**config.mk**
```make
export PLATFORM = sky130hd
export DESIGN_NAME = dmem_arbiter_flat
export DESIGN_NICKNAME = d
export VERILOG_FILES = /design/src/rtl/dmem_arbiter_pkg.sv /design/src/rtl/dmem_arbiter_if.sv /design/src/rtl/dmem_arbiter_rr_arb2.sv /design/src/rtl/dmem_arbiter.sv /design/src/flat_wrapper.sv
export SDC_FILE = /design/constraint.sdc
export NUM_CORES = 1
export LEC_CHECK = 0
export ABC_AREA = 1
export CORE_ASPECT_RATIO = 0.5
export CORE_MARGIN = 4
export CORE_UTILIZATION = 35
export CTS_CLUSTER_SIZE = 40
export DETAILED_ROUTE_END_ITERATION = 8
export GPL_ROUTABILITY_DRIVEN = 0
export PLACE_DENSITY_LB_ADDON = 0.3
export SLEW_MARGIN = 20
export SYNTH_ARGS = -nofsm -noshare
export SYNTH_HDL_FRONTEND = slang
export SYNTH_HIERARCHICAL = 1
export SYNTH_SLANG_ARGS = --single-unit
```
**constraint.sdc**
```tcl
create_clock -name clk_i -period 1.3 [get_ports clk_i]
set_clock_uncertainty 0.1 [all_clocks]
set_input_delay 0.26 -clock clk_i [delete_from_list [all_inputs] [get_ports clk_i]]
set_output_delay 0.26 -clock clk_i [all_outputs]
set_load 0.1 [all_outputs]
```
**src/rtl/dmem_arbiter_pkg.sv**
```systemverilog
// dmem_arb_pkg: shared FSM state encoding, port indices and default memory size for dmem_arbiter
package dmem_arb_pkg;
  typedef enum logic [1:0] {IDLE, ACCESS, RESP} state_t;
  localparam logic PORT_CPU = 1'b0;
  localparam logic PORT_AUX = 1'b1;
  localparam int DEF_MEM_BYTES = 32;
endpackage

```
**src/rtl/dmem_arbiter_if.sv**
```systemverilog
// dmem_arbiter_if: requester bus (req/we/addr/wdata per port in; gnt/rvalid/rdata/err out); master = requesters, slave = arbiter
interface dmem_arbiter_if;
  logic [1:0] req_i;
  logic [1:0] we_i;
  logic [31:0] addr0_i;
  logic [31:0] addr1_i;
  logic [31:0] wdata0_i;
  logic [31:0] wdata1_i;
  logic [1:0] gnt_o;
  logic [1:0] rvalid_o;
  logic [31:0] rdata_o;
  logic err_o;
  modport master (
    output req_i, we_i, addr0_i, addr1_i, wdata0_i, wdata1_i,
    input gnt_o, rvalid_o, rdata_o, err_o
  );
  modport slave (
    input req_i, we_i, addr0_i, addr1_i, wdata0_i, wdata1_i,
    output gnt_o, rvalid_o, rdata_o, err_o
  );
endinterface

```
**src/rtl/dmem_arbiter_rr_arb2.sv**
```systemverilog
// rr_arb2: two-way combinational arbiter; req_i, last_i (last served port), fixed_i (port 0 priority) -> one-hot gnt_o
module rr_arb2 (
  input logic [1:0] req_i,
  input logic last_i,
  input logic fixed_i,
  output logic [1:0] gnt_o
);
  assign gnt_o = &req_i ? ((fixed_i || last_i) ? 2'b01 : 2'b10) : req_i;
endmodule

```
**src/rtl/dmem_arbiter.sv**
```systemverilog
// dmem_arbiter: two-port arbiter/sequencer for the byte-addressed data memory; clk_i/rst_i, bus (requester slave modport), mem_* memory side
module dmem_arbiter
  import dmem_arb_pkg::*;
#(
  parameter int MEM_BYTES = DEF_MEM_BYTES,
  parameter bit FIXED_PRIO = 1'b0
) (
  input logic clk_i,
  input logic rst_i,
  dmem_arbiter_if.slave bus,
  output logic mem_write_o,
  output logic mem_read_o,
  output logic [31:0] mem_addr_o,
  output logic [31:0] mem_data_o,
  input logic [31:0] mem_data_i
);
  localparam logic [31:0] LAST_ADDR = 32'(MEM_BYTES - 4);
  state_t state;
  logic owner;
  logic last;
  logic we_q;
  logic err_q;
  logic [31:0] addr_q;
  logic [31:0] wdata_q;
  logic [31:0] rdata_q;
  logic [1:0] rvalid_q;
  logic [1:0] win;
  logic in_range;
  logic access;
  rr_arb2 u_arb (
    .req_i(bus.req_i),
    .last_i(last),
    .fixed_i(FIXED_PRIO),
    .gnt_o(win)
  );
  assign in_range = addr_q <= LAST_ADDR;
  assign access = state == ACCESS && in_range && !rst_i;
  assign bus.gnt_o = (state == IDLE && !rst_i) ? win : 2'b00;
  assign bus.rvalid_o = rst_i ? 2'b00 : rvalid_q;
  assign bus.rdata_o = rdata_q;
  assign bus.err_o = err_q;
  assign mem_write_o = access && we_q;
  assign mem_read_o = access && !we_q;
  assign mem_addr_o = addr_q;
  assign mem_data_o = wdata_q;
  always_ff @(posedge clk_i) begin
    if (rst_i) begin
      state <= IDLE;
      owner <= PORT_CPU;
      last <= PORT_AUX;
      we_q <= 1'b0;
      err_q <= 1'b0;
      addr_q <= '0;
      wdata_q <= '0;
      rdata_q <= '0;
      rvalid_q <= 2'b00;
    end else begin
      rvalid_q <= 2'b00;
      case (state)
        IDLE: if (|bus.req_i) begin
          owner <= win[1];
          last <= win[1];
          we_q <= bus.we_i[win[1]];
          addr_q <= win[1] ? bus.addr1_i : bus.addr0_i;
          wdata_q <= win[1] ? bus.wdata1_i : bus.wdata0_i;
          state <= ACCESS;
        end
        ACCESS: begin
          rdata_q <= (in_range && !we_q) ? mem_data_i : '0;
          err_q <= !in_range;
          rvalid_q <= owner ? 2'b10 : 2'b01;
          state <= RESP;
        end
        default: state <= IDLE;
      endcase
    end
  end
endmodule

```
**src/flat_wrapper.sv**
```systemverilog
// flat-port wrapper written by rule: the top's interface ports become plain ports
module dmem_arbiter_flat import dmem_arb_pkg::*;
#(
  parameter int MEM_BYTES = DEF_MEM_BYTES,
  parameter bit FIXED_PRIO = 1'b0
)
  (clk_i, rst_i, mem_write_o, mem_read_o, mem_addr_o, mem_data_o, mem_data_i, bus_req_i, bus_we_i, bus_addr0_i, bus_addr1_i, bus_wdata0_i, bus_wdata1_i, bus_gnt_o, bus_rvalid_o, bus_rdata_o, bus_err_o);
  dmem_arbiter_if bus_i ();
  input logic clk_i;
  input logic rst_i;
  output logic mem_write_o;
  output logic mem_read_o;
  output logic [31:0] mem_addr_o;
  output logic [31:0] mem_data_o;
  input logic [31:0] mem_data_i;
  input wire logic [$bits(bus_i.req_i)-1:0] bus_req_i;
  input wire logic [$bits(bus_i.we_i)-1:0] bus_we_i;
  input wire logic [$bits(bus_i.addr0_i)-1:0] bus_addr0_i;
  input wire logic [$bits(bus_i.addr1_i)-1:0] bus_addr1_i;
  input wire logic [$bits(bus_i.wdata0_i)-1:0] bus_wdata0_i;
  input wire logic [$bits(bus_i.wdata1_i)-1:0] bus_wdata1_i;
  output wire logic [$bits(bus_i.gnt_o)-1:0] bus_gnt_o;
  output wire logic [$bits(bus_i.rvalid_o)-1:0] bus_rvalid_o;
  output wire logic [$bits(bus_i.rdata_o)-1:0] bus_rdata_o;
  output wire logic [$bits(bus_i.err_o)-1:0] bus_err_o;
  assign bus_i.req_i = bus_req_i;
  assign bus_i.we_i = bus_we_i;
  assign bus_i.addr0_i = bus_addr0_i;
  assign bus_i.addr1_i = bus_addr1_i;
  assign bus_i.wdata0_i = bus_wdata0_i;
  assign bus_i.wdata1_i = bus_wdata1_i;
  assign bus_gnt_o = bus_i.gnt_o;
  assign bus_rvalid_o = bus_i.rvalid_o;
  assign bus_rdata_o = bus_i.rdata_o;
  assign bus_err_o = bus_i.err_o;
  dmem_arbiter #(.MEM_BYTES(MEM_BYTES), .FIXED_PRIO(FIXED_PRIO)) u_core (.clk_i(clk_i), .rst_i(rst_i), .bus(bus_i), .mem_write_o(mem_write_o), .mem_read_o(mem_read_o), .mem_addr_o(mem_addr_o), .mem_data_o(mem_data_o), .mem_data_i(mem_data_i));
endmodule
```
==> impl_results.md <==
* Setup crit start: u_core/mem_addr_o[15]$_SDFFE_PP0P_
* Post-synth top area cell: dfxtp_1
* Synth Area in Simple Gates at 25.0%
* CP max FO at 3
* Die Wd at 171 microns
* Mux share of post-synthesis cell area at 0%
* Worst Reg-to-Reg Cells at 8
* Reg2reg start: u_core/mem_addr_o[15]$_SDFFE_PP0P_
* Largest family of logic cells by synthesized area: simple AND/OR/NAND/NOR gates
* Pleak at 4.62 nW
* Met3 wire len at 4540 microns
* Vias post-DR at 7,324
* Highest metal used: met5
* Cell count along the critical path at 8
* Antenna violations before repair at 2
* Final Core Density at 89.9%
* Initial Utilization at 36.2%
* TritonCTS buffer count at 9
* Pin count of the biggest net entering global routing at 58
* Final setup vio count at 146
* Routed met1 length at 11,400 microns
* Reg2reg setup slack at -730 ps
* DRT iter0 DRCs at 985
* Failing checks: setup timing
* Final hold vios at 0
* Startpoint types: flop
* Standard-cell row count at 29
* Met2 WL post-DR at 15,100 microns
* Worst slew margin at 63.9%
* CORE AREA at 12,800 sq um
* Post-synthesis adder-cell area fraction at 0%
* CTS Hold Bufs at 0
* PortBufs at 268
* Tmin final at 2360 ps
* Vias in the first global route at 6,973
* Worst skew pair latency at 360 ps
* DRC at 0
* Synth unique cells at 26
* Final setup margin at -1060 ps
* DP Wirelength at 12,600 microns
* Crit end category: primary output
* CTS root buf: clkbuf_16
* CP required at 940 ps
* WL/cell at 28.7 microns
* Share of cells above drive strength 1 at 47.4%
* Area Growth Syn to Fin at 148%
* Fill cell count at 423
* Worst Setup EP: mem_read_o
* Die height at 89.4 microns
* Total GRT Usage at 33.6%
* Number of synthesized flops with an enable pin at 0
* WP buf/inv at 1
* Post-synth ARST share at 0%
* Hold WC Path Type: in2reg
* Synth Cell Area at 4630 sq um
* Slew @ Worst Pin at 541 ps
* Slew Viols, Final at 0
* Run status: finished with violations
* Via density at 6.19
* Final std cells w/o fill at 1,183
* RR Endpoint: u_core/bus.rdata_o[23]$_SDFFE_PP0N_
* Synth area leaders: dfxtp_1 (45%), nand2_1 (15%), a31oi_1 (8.8%), o21ai_0 (7.3%), nor2_1 (4.2%)
* I/O pin total at 269
* Routed Antenna Nets at 0
* CTS Buffer Depth at 2
* Final WL at 34,000 microns
* Sink Count at 104
* Top-count cell post-synth: nand2_1
* Worst path cell trace: nor2_2, nand2_1, nor2_2, nand2_4, nor2_4, nand2_4, nor3_4, buf_12
* Nets at 1,171
* RSZ-0062 raised after global routing: true
* Post-synth top area share at 44.9%
* Placed Instances at 1,091
* Max Clock Freq at 0.423 GHz
* CP max stage delay at 360 ps
* First-pass GRT wire length at 39,300 microns
* XOR/XNOR Fraction of Synth Area at 0%
* Mapped Cells at 652
* Critical path class: reg2out
* H-tree Lvls at 3
* Post-synth top cells: nand2_1 (181), dfxtp_1 (104), o21ai_0 (68)
* CTS tree: built
* Drt pass-1 iters at 6
* Worst vdd ir at 881 uV
* Die Area at 15,300 sq um
* Critical Path AT at 2000 ps
* #FFs+latches synth at 104
* Yosys warns at 6
* Avg Inst Size Synth at 7.11 sq um
* Cell family with most CP delay: simple AND/OR/NAND/NOR gates
* Period utilisation layout at 182%
* Total global routing overflow at 0
* Synth Area in Compound Gates at 20.1%
* Max-cap violations at 0
* Main synth FF type: dfxtp_1
* Pwr dens at 1200 nW/um^2
* CP max stage cell: dfxtp_4
* Seq/Total Area, Yosys at 44.9%
* Worst-path clk slew at 80 ps
## cell usage in the layout (no fill, tap or decap), types with 2 or more instances in the layout
cell / synthesis / routed
clkdlybuf4s50_1: 0 / 162
nand2_1: 181 / 157
buf_12: 0 / 123
dfxtp_2: 0 / 71
a31oi_1: 65 / 46
o21ai_2: 1 / 43
buf_6: 3 / 41
nor2_1: 52 / 41
inv_1: 44 / 38
buf_4: 2 / 36
a21oi_1: 33 / 32
nand4_1: 31 / 31
buf_16: 0 / 22
o21ai_4: 0 / 22
dfxtp_4: 0 / 21
nand2_2: 1 / 19
a31oi_4: 0 / 13
dfxtp_1: 104 / 12
clkbuf_16: 0 / 10
nor2_4: 2 / 9
inv_2: 4 / 7
nor2_2: 3 / 7
a31oi_2: 0 / 6
buf_8: 1 / 5
nand2_4: 0 / 5
o21ai_0: 68 / 4
diode_2: 0 / 3
clkinv_2: 0 / 2
clkinv_4: 0 / 2
bufbuf_16: 0 / 2
dlygate4sd2_1: 0 / 2
nor3_4: 0 / 2
o21ai_1: 2 / 2
conb_1: 1 / 2
## cell families after synthesis
group	Yosys count
buf+inv	102
compound gates	169
flops	104
other cells	1
simple gates	276
## through the flow
step	hold WS (ps)	worst slack, ps	instance area [sq um]	setup TNS (ps)	total power, mW
floorplan	308	-969	4940	-9240	6.48
global placement	325	-519	9010	-49110	8.55
detailed placement	327	-637	9010	-53750	8.61
CTS	28.0	-792	10900	-38080	12.7
global route	30.4	-1090	11500	-60640	14.0
finish	43.1	-1060	11500	-56440	13.8
## power breakdown
| part | switching (mW) | internal [mW] | leakage [nW] | total [mW] |
|---|---|---|---|---|
| sequential | 0.337 | 3.50 | 0.894 | 3.84 |
| clock | 1.40 | 1.55 | 0.146 | 2.95 |
| combinational | 4.04 | 2.95 | 3.58 | 6.98 |
| total | 5.78 | 8.00 | 4.62 | 13.8 |
## routing by layer
layer | track usage [%] | up-vias
li1 | - | 2894
met1 | 38.1 | 3390
met2 | 57.4 | 775
met3 | 10.2 | 263
met4 | 19.4 | 2
met5 | 0 | -
## registers in the layout, summed over array words and instances (netlist names)
| signal | count |
|---|---|
| u_core/rvalid_q | 2 |
| u_core/last | 1 |
| u_core/state | 2 |
| u_core/owner | 1 |
| u_core/we_q | 1 |
| u_core/mem_addr_o | 32 |
| u_core/mem_data_o | 32 |
| u_core/bus.err_o | 1 |
| u_core/bus.rdata_o | 32 |
## worst min path at each step
stage / from / endpoint / depth (start not counted)
floorplan: bus_addr0_i[27] / u_core/mem_addr_o[27]$_SDFFE_PP0P_ / 2
global placement: u_core/owner$_SDFFE_PP0P_ / u_core/rvalid_q[0]$_SDFF_PP0_ / 1
detailed placement: u_core/owner$_SDFFE_PP0P_ / u_core/rvalid_q[0]$_SDFF_PP0_ / 1
CTS: rst_i / u_core/state[1]$_SDFFE_PP0P_ / 2
global route: rst_i / u_core/state[1]$_SDFFE_PP0P_ / 2
finish: rst_i / u_core/state[1]$_SDFFE_PP0P_ / 2
## repair_timing
action / 4_1_cts / 5_1_grt
cloned: 26 / 1
gates resized for setup: 224 / 135
pin swaps: 23 / 16
buffers inserted: 34 / 43
endpoints found under the setup margin: 138 / 160
## area by class of cell
cell class	instances	area [sq um]	area share (%)
antenna	3	7.51	0.0652
inverter	48	195	1.70
multi-input combinational	447	2940	25.5
clock inverter	5	56.3	0.489
tap	170	213	1.85
sequential	104	2250	19.5
clock buffer	11	243	2.11
timing repair buffer	395	5610	48.7
Note: power is estimated with default switching activity, not from simulation.
